`src/rtl/eret_sequencer.sv`:
```
// rtl/eret_sequencer.sv - return-from-exception sequencer that restores SR/MODE and redirects fetch to EPC
//
// Purpose:
//   On a kernel-mode ERET this block freezes the pipeline and walks the SPR
//   file over its single read/write port:
//     read EPC -> read ESR -> write SR -> read EMODE -> write MODE -> redirect.
//   A user-mode ERET is rejected with a one-cycle illegal_eret pulse.
//   A misaligned restored EPC is reported with eret_fault instead of a
//   pc_load. An interrupt (jisr) at any point abandons the walk; writes
//   already committed stay committed.
//
// Ports:
//   clk, rst        clock and synchronous active-high reset
//   instr           instruction in execute stage
//   instr_valid     instr is live this cycle
//   mode            current MODE SPR (0 = kernel, 1 = user)
//   jisr            interrupt taken this cycle
//   spr_rd_data     SPR read data, combinational from spr_rd_sel
//   spr_rd_sel      SPR read select
//   spr_wr_en       SPR write strobe
//   spr_wr_sel      SPR write select
//   spr_wr_data     SPR write data
//   stall           freeze fetch/decode/execute
//   pc_load         one-cycle pulse: load pc_target into PC
//   pc_target       restored EPC (registered)
//   illegal_eret    one-cycle pulse: ERET attempted in user mode
//   eret_fault      one-cycle pulse: restored EPC misaligned
//   busy            sequencer is mid-walk (not IDLE)
//   eret_cnt        completed-ERET counter, wraps 255 -> 0

module eret_sequencer #(
  parameter logic [5:0] ERET_FUNCT = 6'b011000
) (
  input  logic        clk,
  input  logic        rst,
  input  logic [31:0] instr,
  input  logic        instr_valid,
  input  logic [31:0] mode,
  input  logic        jisr,
  input  logic [31:0] spr_rd_data,
  output logic [2:0]  spr_rd_sel,
  output logic        spr_wr_en,
  output logic [2:0]  spr_wr_sel,
  output logic [31:0] spr_wr_data,
  output logic        stall,
  output logic        pc_load,
  output logic [31:0] pc_target,
  output logic        illegal_eret,
  output logic        eret_fault,
  output logic        busy,
  output logic [7:0]  eret_cnt
);

  // SPR select map
  localparam logic [2:0] SEL_SR    = 3'd0;
  localparam logic [2:0] SEL_ESR   = 3'd1;
  localparam logic [2:0] SEL_EPC   = 3'd3;
  localparam logic [2:0] SEL_MODE  = 3'd6;
  localparam logic [2:0] SEL_EMODE = 3'd7;

  localparam logic [5:0] OPC_SPECIAL = 6'b010000;

  typedef enum logic [2:0] {
    IDLE     = 3'd0,
    RD_EPC   = 3'd1,
    RD_ESR   = 3'd2,
    WR_SR    = 3'd3,
    RD_EMODE = 3'd4,
    WR_MODE  = 3'd5,
    REDIRECT = 3'd6
  } state_t;

  state_t      state;
  state_t      state_next;

  logic [31:0] epc_q;
  logic [31:0] esr_q;
  logic [31:0] emode_q;
  logic [7:0]  cnt_q;

  logic        is_eret;
  logic        start;
  logic        epc_aligned;

  // Only the opcode and funct fields take part in the decode.
  logic        unused_instr_bits;
  assign unused_instr_bits = ^instr[25:6];

  assign is_eret     = instr_valid && (instr[31:26] == OPC_SPECIAL) &&
                       (instr[5:0] == ERET_FUNCT);
  assign start       = is_eret && (mode == 32'd0) && !jisr;
  assign epc_aligned = (epc_q[1:0] == 2'b00);

  // ---------------------------------------------------------------------
  // State register
  // ---------------------------------------------------------------------
  always_ff @(posedge clk) begin
    if (rst) begin
      state <= IDLE;
    end else begin
      state <= state_next;
    end
  end

  // ---------------------------------------------------------------------
  // Next-state logic
  // ---------------------------------------------------------------------
  always_comb begin
    state_next = state;
    if (state == IDLE) begin
      if (start) begin
        state_next = RD_EPC;
      end
    end else if (jisr) begin
      // Interrupt entry takes over the SPRs; drop the walk immediately.
      state_next = IDLE;
    end else begin
      unique case (state)
        RD_EPC:   state_next = RD_ESR;
        RD_ESR:   state_next = WR_SR;
        WR_SR:    state_next = RD_EMODE;
        RD_EMODE: state_next = WR_MODE;
        WR_MODE:  state_next = REDIRECT;
        REDIRECT: state_next = IDLE;
        default:  state_next = IDLE;
      endcase
    end
  end

  // ---------------------------------------------------------------------
  // Output logic
  // ---------------------------------------------------------------------
  // Reset suppresses every combinational output in the cycle it is
  // asserted, so a reset landing on WR_SR/WR_MODE never commits a write.
  // An aborting jisr suppresses the write/redirect side effects but the
  // read select is left alone since reads have no side effects.
  always_comb begin
    spr_rd_sel   = 3'd0;
    spr_wr_en    = 1'b0;
    spr_wr_sel   = 3'd0;
    spr_wr_data  = 32'd0;
    stall        = 1'b0;
    pc_load      = 1'b0;
    illegal_eret = 1'b0;
    eret_fault   = 1'b0;
    if (!rst) begin
      unique case (state)
        IDLE: begin
          stall        = start;
          illegal_eret = is_eret && (mode == 32'd1);
        end
        RD_EPC: begin
          stall      = 1'b1;
          spr_rd_sel = SEL_EPC;
        end
        RD_ESR: begin
          stall      = 1'b1;
          spr_rd_sel = SEL_ESR;
        end
        WR_SR: begin
          stall = 1'b1;
          if (!jisr) begin
            spr_wr_en   = 1'b1;
            spr_wr_sel  = SEL_SR;
            spr_wr_data = esr_q;
          end
        end
        RD_EMODE: begin
          stall      = 1'b1;
          spr_rd_sel = SEL_EMODE;
        end
        WR_MODE: begin
          stall = 1'b1;
          if (!jisr) begin
            spr_wr_en   = 1'b1;
            spr_wr_sel  = SEL_MODE;
            spr_wr_data = emode_q;
          end
        end
        REDIRECT: begin
          stall = 1'b1;
          if (!jisr) begin
            pc_load    = epc_aligned;
            eret_fault = !epc_aligned;
          end
        end
        default: begin
          stall = 1'b0;
        end
      endcase
    end
  end

  assign busy      = (state != IDLE);
  assign pc_target = epc_q;
  assign eret_cnt  = cnt_q;

  // ---------------------------------------------------------------------
  // Captured SPR values and completion counter
  // ---------------------------------------------------------------------
  // A capture in a cycle that jisr aborts is discarded, so pc_target keeps
  // the last EPC of a walk that actually got past RD_EPC.
  always_ff @(posedge clk) begin
    if (rst) begin
      epc_q   <= 32'd0;
      esr_q   <= 32'd0;
      emode_q <= 32'd0;
      cnt_q   <= 8'd0;
    end else if (!jisr) begin
      unique case (state)
        RD_EPC:   epc_q   <= spr_rd_data;
        RD_ESR:   esr_q   <= spr_rd_data;
        RD_EMODE: emode_q <= spr_rd_data;
        REDIRECT: begin
          if (epc_aligned) begin
            cnt_q <= cnt_q + 8'd1;
          end
        end
        default: begin
          cnt_q <= cnt_q;
        end
      endcase
    end
  end

endmodule

```
`config.mk`:
```
export PLATFORM = sky130hd
export DESIGN_NAME = eret_sequencer
export DESIGN_NICKNAME = d
export VERILOG_FILES = /design/src/rtl/eret_sequencer.sv
export SDC_FILE = /design/constraint.sdc
export NUM_CORES = 1
export LEC_CHECK = 0
export ABC_CLOCK_PERIOD_IN_PS = 2100
export CAP_MARGIN = 20
export CORE_UTILIZATION = 40
export CTS_BUF_LIST = sky130_fd_sc_hd__clkbuf_8
export CTS_CLUSTER_DIAMETER = 200
export DETAILED_ROUTE_END_ITERATION = 8
export GPL_TIMING_DRIVEN = 1
export PLACE_DENSITY = 0.89
export SETUP_SLACK_MARGIN = 0.15
export SYNTH_ARGS = -nofsm -noshare
export SYNTH_HDL_FRONTEND = slang
export SYNTH_SLANG_ARGS = --single-unit
```
`constraint.sdc`:
```
create_clock -name clk -period 2.1 [get_ports clk]
set_input_delay 0.42 -clock clk [delete_from_list [all_inputs] [get_ports clk]]
set_output_delay 0.42 -clock clk [all_outputs]
set_load 0.01 [all_outputs]
```
; Word-level counts from Yosys, hierarchy flattened
; Cells that the tools add are included.
[totals]
regBits = 107
inputBits = 100
output_inout_bits = 84
word_cells = 60
[op_classes]
n_addsub = 1
eq_ne = 10
n_mux = 26
bitwise_logic = 1
n_reduce_logical = 17
[op_table]
columns = op, n
row1 = 32-bit two-way mux, 3
row2 = 32-bit one-hot mux with 2 select lines, 1
row3 = "32-bit by 1-bit == test with 1-bit output, second input constant", 1
row4 = 32-bit zero test, 1
row5 = 3-bit two-way mux, 7
row6 = 3-bit one-hot mux with 5 select lines, 1
row7 = "6-bit by 5-bit == test with 1-bit output, second input constant", 2
row8 = 1-bit two-way mux, 12
row9 = "3-bit == test, second input constant", 3
row10 = 3-bit one-hot mux with 3 select lines, 1
row11 = "8-bit by 1-bit adder with 8-bit output, second input constant", 1
row12 = "3-bit by 2-bit == test with 1-bit output, second input constant", 2
row13 = 2-bit AND reduction, 3
row14 = 6-bit OR reduction, 1
row15 = 1-bit logical AND, 5
row16 = "3-bit by 1-bit == test with 1-bit output, second input constant", 1
row17 = 3-bit zero test, 1
row18 = 3-bit AND reduction, 1
row19 = 3-bit nonzero test, 1
row20 = 1-bit zero test, 2
row21 = 2-bit zero test, 1
row22 = "2-bit != test, second input constant", 1
row23 = 1-bit one-hot mux with 2 select lines, 1
row24 = 2-bit OR reduction, 1
row25 = 1-bit NOT, 1

; Logic depth before layout (Yosys ltp)
[depth]
depth_word = 7
ltp_mapped = 8
ltp_nobuf = 6

; Worst setup path after synthesis
; OpenSTA, ideal clock, no wires.
[synth_path]
kind = reg-to-reg
startpoint = register state[1]
endpoint = register state[1]
setup_ps = 78
t_arrival_ps = 1956
t_required_ps = 2022
slack_ps = 66
path_stages_with_launch = 9
path_buffers = 2
period_less_slack_ps = 2034
cell_sequence = dfxtp_1 > buf_2 > clkbuf_1 > inv_1 > ha_1 > or3b_2 > a21oi_1 > a21oi_1 > nor3_1
[synth_between]
elab_chain_cells = 4
word_cells_on_any_way = 10
classes_between = eq/ne: 6 / mux: 3 / reduce/logical: 1
[synth_rtl]
columns = item, line
row1 = "start, declared", 73  ; state_t state;
row2 = "start signal, assigned", 101  ; state <= state_next;
row3 = 3-bit == test (tied with other cells), 118  ; unique case (state)
row4 = 3-bit one-hot mux with 5 select lines, 118
row5 = 3-bit two-way mux, 114  ; end else if (jisr) begin
row6 = 3-bit two-way mux, 110  ; if (state == IDLE) begin
; Several ways; a longest one is shown, not always the timed one.
; A chain may end at the register's enable or synchronous reset.

; Worst setup path in the final report
[layout_path]
startpoint = input mode[9]
endpoint = output stall
[layout_between]
elab_chain_cells = 5
[layout_rtl]
columns = item, line
row1 = "start, declared", 38  ; input logic [31:0] mode,
row2 = 32-bit zero test, 91  ; assign start = is_eret && (mode == 32'd0) && !jisr;
row3 = 1-bit logical AND (2 in series), 91
row4 = 1-bit one-hot mux with 2 select lines, 147  ; unique case (state)
row5 = 1-bit two-way mux, 146  ; if (!rst) begin
row6 = "end, declared", 45  ; output logic stall,
; Every way passes these cells.

==> Implementation_results.wiki <==
{| class="wikitable"
! Metric !! Value
|-
| Status || complete, but fails checks
|-
| Failing checks || negative setup slack
|-
| Final clock period utilization by the worst path || 109%
|-
| Largest net degree at the start of global routing || 78
|-
| Fraction of final layout cells with drive strength greater than 1 || 27.9%
|-
| Leakage dissipation || 2.56 nW
|-
| Number of clock sinks seen by CTS || 107
|-
| Count of cells along the worst hold path || 4
|-
| DRC violation count after routing || 0
|-
| Total die area || 11,800 um2
|-
| Worst slew pin tran || 0.785 ns
|-
| Max transition margin || 47.7%
|-
| Filler cell count || 894
|-
| Worst-path fanout max || 2
|-
| Placement Rows || 38
|-
| Bufs on Longest Clock Path || 2
|-
| Depth of the critical timing path with buffers and inverters included || 6
|-
| Endpoint of the worst setup timing path || stall
|-
| Top-area cell type share of the netlist area || 47.2%
|-
| PnR worst setup slack || -0.192 ns
|-
| Most common cell type on the critical path || sky130_fd_sc_hd__buf_2
|-
| Core ar. || 10,900 um2
|-
| Dominant cell by count in the synthesized netlist || sky130_fd_sc_hd__nand2_1
|-
| Largest cells by area after synthesis || sky130_fd_sc_hd__dfxtp_1, sky130_fd_sc_hd__nand2_1, sky130_fd_sc_hd__a21oi_1
|-
| DP HPWL || 9110 um
|-
| Final hold slack || 0.446 ns
|-
| Wire length of the first global-routing pass || 23,300 um
|-
| Sequential fraction of the synthesis area || 47.2%
|-
| FF-to-FF path depth || 10
|-
| GR Util All Layers || 25.0%
|-
| Maximum capacitance violations || 0
|-
| End of the worst register-to-register path || state[1]
|-
| Bufs and invs on worst path || 2
|-
| Critical-path top delay cell || sky130_fd_sc_hd__or4_4
|-
| CTS buffer count || 9
|-
| Worst clock skew || 0.0126 ns
|-
| Number of instances in the synthesized netlist || 610
|-
| Detailed-route via count || 5,046
|-
| Total Routed Length || 15,100 um
|-
| Req. time, crit path || 1.68 ns
|-
| Number of synthesized register bits || 107
|-
| Antenna Diode Count || 0
|-
| Share of flip-flops with an asynchronous set or reset || 0%
|-
| Unrepaired setup endpoints after global routing || yes
|-
| Total number of nets in the final design || 906
|-
| Gate family responsible for the most delay along the worst path || simple AND/OR/NAND/NOR gates
|-
| Count of flip-flops with a built-in enable after synthesis || 0
|-
| Cell area after technology mapping || 4530 um2
|-
| Boundary pin count || 184
|-
| Cell taking the most area after synthesis || sky130_fd_sc_hd__dfxtp_1
|-
| Via count of the first global-routing pass || 4,935
|-
| Critical Path Source Type || primary input
|-
| Detailed Routing Iterations Pass 1 || 4
|-
| Avg Vias per Cell || 5.32
|-
| Critical path startpoint || mode[9]
|-
| IO Port Bufs || 162
|-
| Iteration-0 DRC count of the detailed router || 218
|-
| Utilization after layout || 66.2%
|-
| DIE WIDTH || 108 um
|-
| Average footprint of a synthesized cell || 7.43 um2
|-
| Arrival time of data at the critical path endpoint || 1.87 ns
|-
| Largest stage delay, worst path || 0.59 ns
|-
| Placer congestion estimate || 0.790
|-
| Maximum operating frequency || 436 MHz
|-
| Synth cell types || 34
|-
| Syn. warnings || 0
|-
| Worst reg-to-reg setup slack || 0.16 ns
|-
| Number of nets produced by synthesis || 712
|-
| Slew Viols, Final || 0
|-
| Number of antenna violations at the first check in global routing || 0
|-
| WL per Instance || 15.9 um
|-
| Remaining global-route overflow || 0
|-
| Quantity of hold-fixing buffers added after cts || 0
|-
| Final worst path period need || 2.29 ns
|-
| Sequence of cells on the critical path || buf_2 > nor4_2 > nand4_1 > or4_4 > a2bb2oi_2 > buf_2
|-
| PwrDens || 500 nW/um2
|-
| Nature of the critical path endpoint || primary output
|-
| Setup violators final || 30
|-
| Worst-skew pair later-pin latency || 0.36 ns
|-
| List of most frequent post-synthesis cells || sky130_fd_sc_hd__nand2_1, sky130_fd_sc_hd__dfxtp_1, sky130_fd_sc_hd__a21oi_1, sky130_fd_sc_hd__nor2_1, sky130_fd_sc_hd__clkbuf_1
|-
| Remaining antenna violation count after routing || 0
|-
| Synth Flop Type || sky130_fd_sc_hd__dfxtp_1
|-
| Peak supply drop || 0.000436 V
|-
| Number of H-tree levels || 3
|-
| CTS clock-pin slew for the worst setup and hold paths || 0.11 ns
|-
| Critical path start-end classification || in -> out
|-
| Launching point of the worst reg2reg path || state[1]
|-
| CTS tree || done
|-
| Final Hold Vio Count || 0
|-
| Starting Density || 41.5%
|-
| Height of the chip || 108 um
|-
| Classification of the worst-slack hold path || in -> reg
|-
| Root cell of the clock tree || sky130_fd_sc_hd__clkbuf_8
|-
| Area growth syn-to-layout || 59.6%
|}
==> placed cells by master, fill, tap and decap left out, types with 4 or more instances in the layout <==
| cell | instances |
|---|---|
| sky130_fd_sc_hd__buf_8 | 5 |
| sky130_fd_sc_hd__dfxtp_1 | 104 |
| sky130_fd_sc_hd__a22oi_1 | 5 |
| sky130_fd_sc_hd__nor4_4 | 4 |
| sky130_fd_sc_hd__nand4_1 | 6 |
| sky130_fd_sc_hd__dlygate4sd2_1 | 8 |
| sky130_fd_sc_hd__nor3_2 | 5 |
| sky130_fd_sc_hd__buf_2 | 51 |
| sky130_fd_sc_hd__buf_4 | 43 |
| sky130_fd_sc_hd__nand2_1 | 196 |
| sky130_fd_sc_hd__inv_8 | 4 |
| sky130_fd_sc_hd__buf_12 | 8 |
| sky130_fd_sc_hd__a21oi_1 | 101 |
| sky130_fd_sc_hd__nor4_2 | 6 |
| sky130_fd_sc_hd__clkdlybuf4s15_1 | 15 |
| sky130_fd_sc_hd__a22oi_2 | 27 |
| sky130_fd_sc_hd__clkdlybuf4s50_1 | 72 |
| sky130_fd_sc_hd__clkbuf_8 | 9 |
| sky130_fd_sc_hd__xor2_1 | 7 |
| sky130_fd_sc_hd__clkbuf_2 | 9 |
| sky130_fd_sc_hd__or3_1 | 5 |
| sky130_fd_sc_hd__nor2_1 | 39 |
| sky130_fd_sc_hd__buf_6 | 20 |
==> power by group <==
part | switching (mW) | internal, mW
registers | 0.00000000196 | 2.03
clock network | 0.778 | 0.588
logic | 0.103 | 0.121
total | 0.881 | 2.73
==> stage by stage <==
step	TNS, ns	cell area, um2	setup slack, ns	instances	power [mW]
floorplan	0	4560	0.126	610	2.12
global placement	-24.76	6550	-0.863	902	2.30
global route	-3.57	7240	-0.259	949	3.72
detailed placement	-25.62	6550	-0.870	902	2.31
finish	-0.959	7240	-0.192	949	3.62
CTS	-1.37	6960	-0.0793	941	3.62
==> kinds of logic after synthesis <==
logic type | count (synthesis) | synth area share (%)
and+or+nand+nor | 295 | 27.9
AOI/OAI and AO/OA | 143 | 17.8
DFF | 107 | 47.2
buffers and inverters | 54 | 4.86
xor gates and xnor gates | 7 | 1.35
adders and majority gates | 2 | 0.552
other | 1 | 0.0827
muxes | 1 | 0.221
==> what timing repair did <==
item                                    CTS  global route
pin swaps                                47            66
setup buffers                            18             8
resized for setup                       326            73
cloned                                    5             0
endpoints found under the setup margin   43            43
hold endpoints to repair                  0             0
==> routing by layer <==
layer  part of all wire, %  GRT usage (%)
met1                    42           30.0
met2                    50           43.5
met3                   6.3           4.94
met4                   1.9           9.85
met5                     0              0
==> worst reg2reg max path, cell delays in order, from the launching register on <==
cell and delay (ns):
sky130_fd_sc_hd__dfxtp_2 0.35, sky130_fd_sc_hd__buf_8 0.13, sky130_fd_sc_hd__buf_8 0.13, sky130_fd_sc_hd__buf_4 0.14, sky130_fd_sc_hd__buf_6 0.13, sky130_fd_sc_hd__inv_8 0.06, sky130_fd_sc_hd__ha_4 0.21, sky130_fd_sc_hd__or3b_4 0.37
sky130_fd_sc_hd__a21oi_2 0.13, sky130_fd_sc_hd__a21oi_1 0.06, sky130_fd_sc_hd__nor3_1 0.16
==> how the worst min path moves through the flow <==
stage | start | slack [ns] | endpoint
6_report | rst | 0.45 | eret_cnt[3]
5_1_grt | rst | 0.47 | eret_cnt[3]
4_1_cts | rst | 0.43 | eret_cnt[3]
3_5_place_dp | pc_target[15] | 0.45 | pc_target[15]
3_3_place_gp | pc_target[14] | 0.44 | pc_target[14]
2_1_floorplan | esr_q[0] | 0.44 | esr_q[0]
==> state kept, by name, summed over array words and instances (netlist names) <==
register	count
esr_q	32
pc_target	32
emode_q	32
state	3
eret_cnt	8
==> layout make-up <==
type / count / area [um2] / share of cell area (%)
flip-flops and latches: 107 / 2150 / 29.7
clock inverters: 7 / 93.8 / 1.30
well taps: 140 / 175 / 2.42
multi-input cells: 449 / 2570 / 35.5
inverters: 3 / 18.8 / 0.259
repair buffers: 234 / 2110 / 29.1
clock buffers: 9 / 124 / 1.71
(Power assumes the default switching activity.)
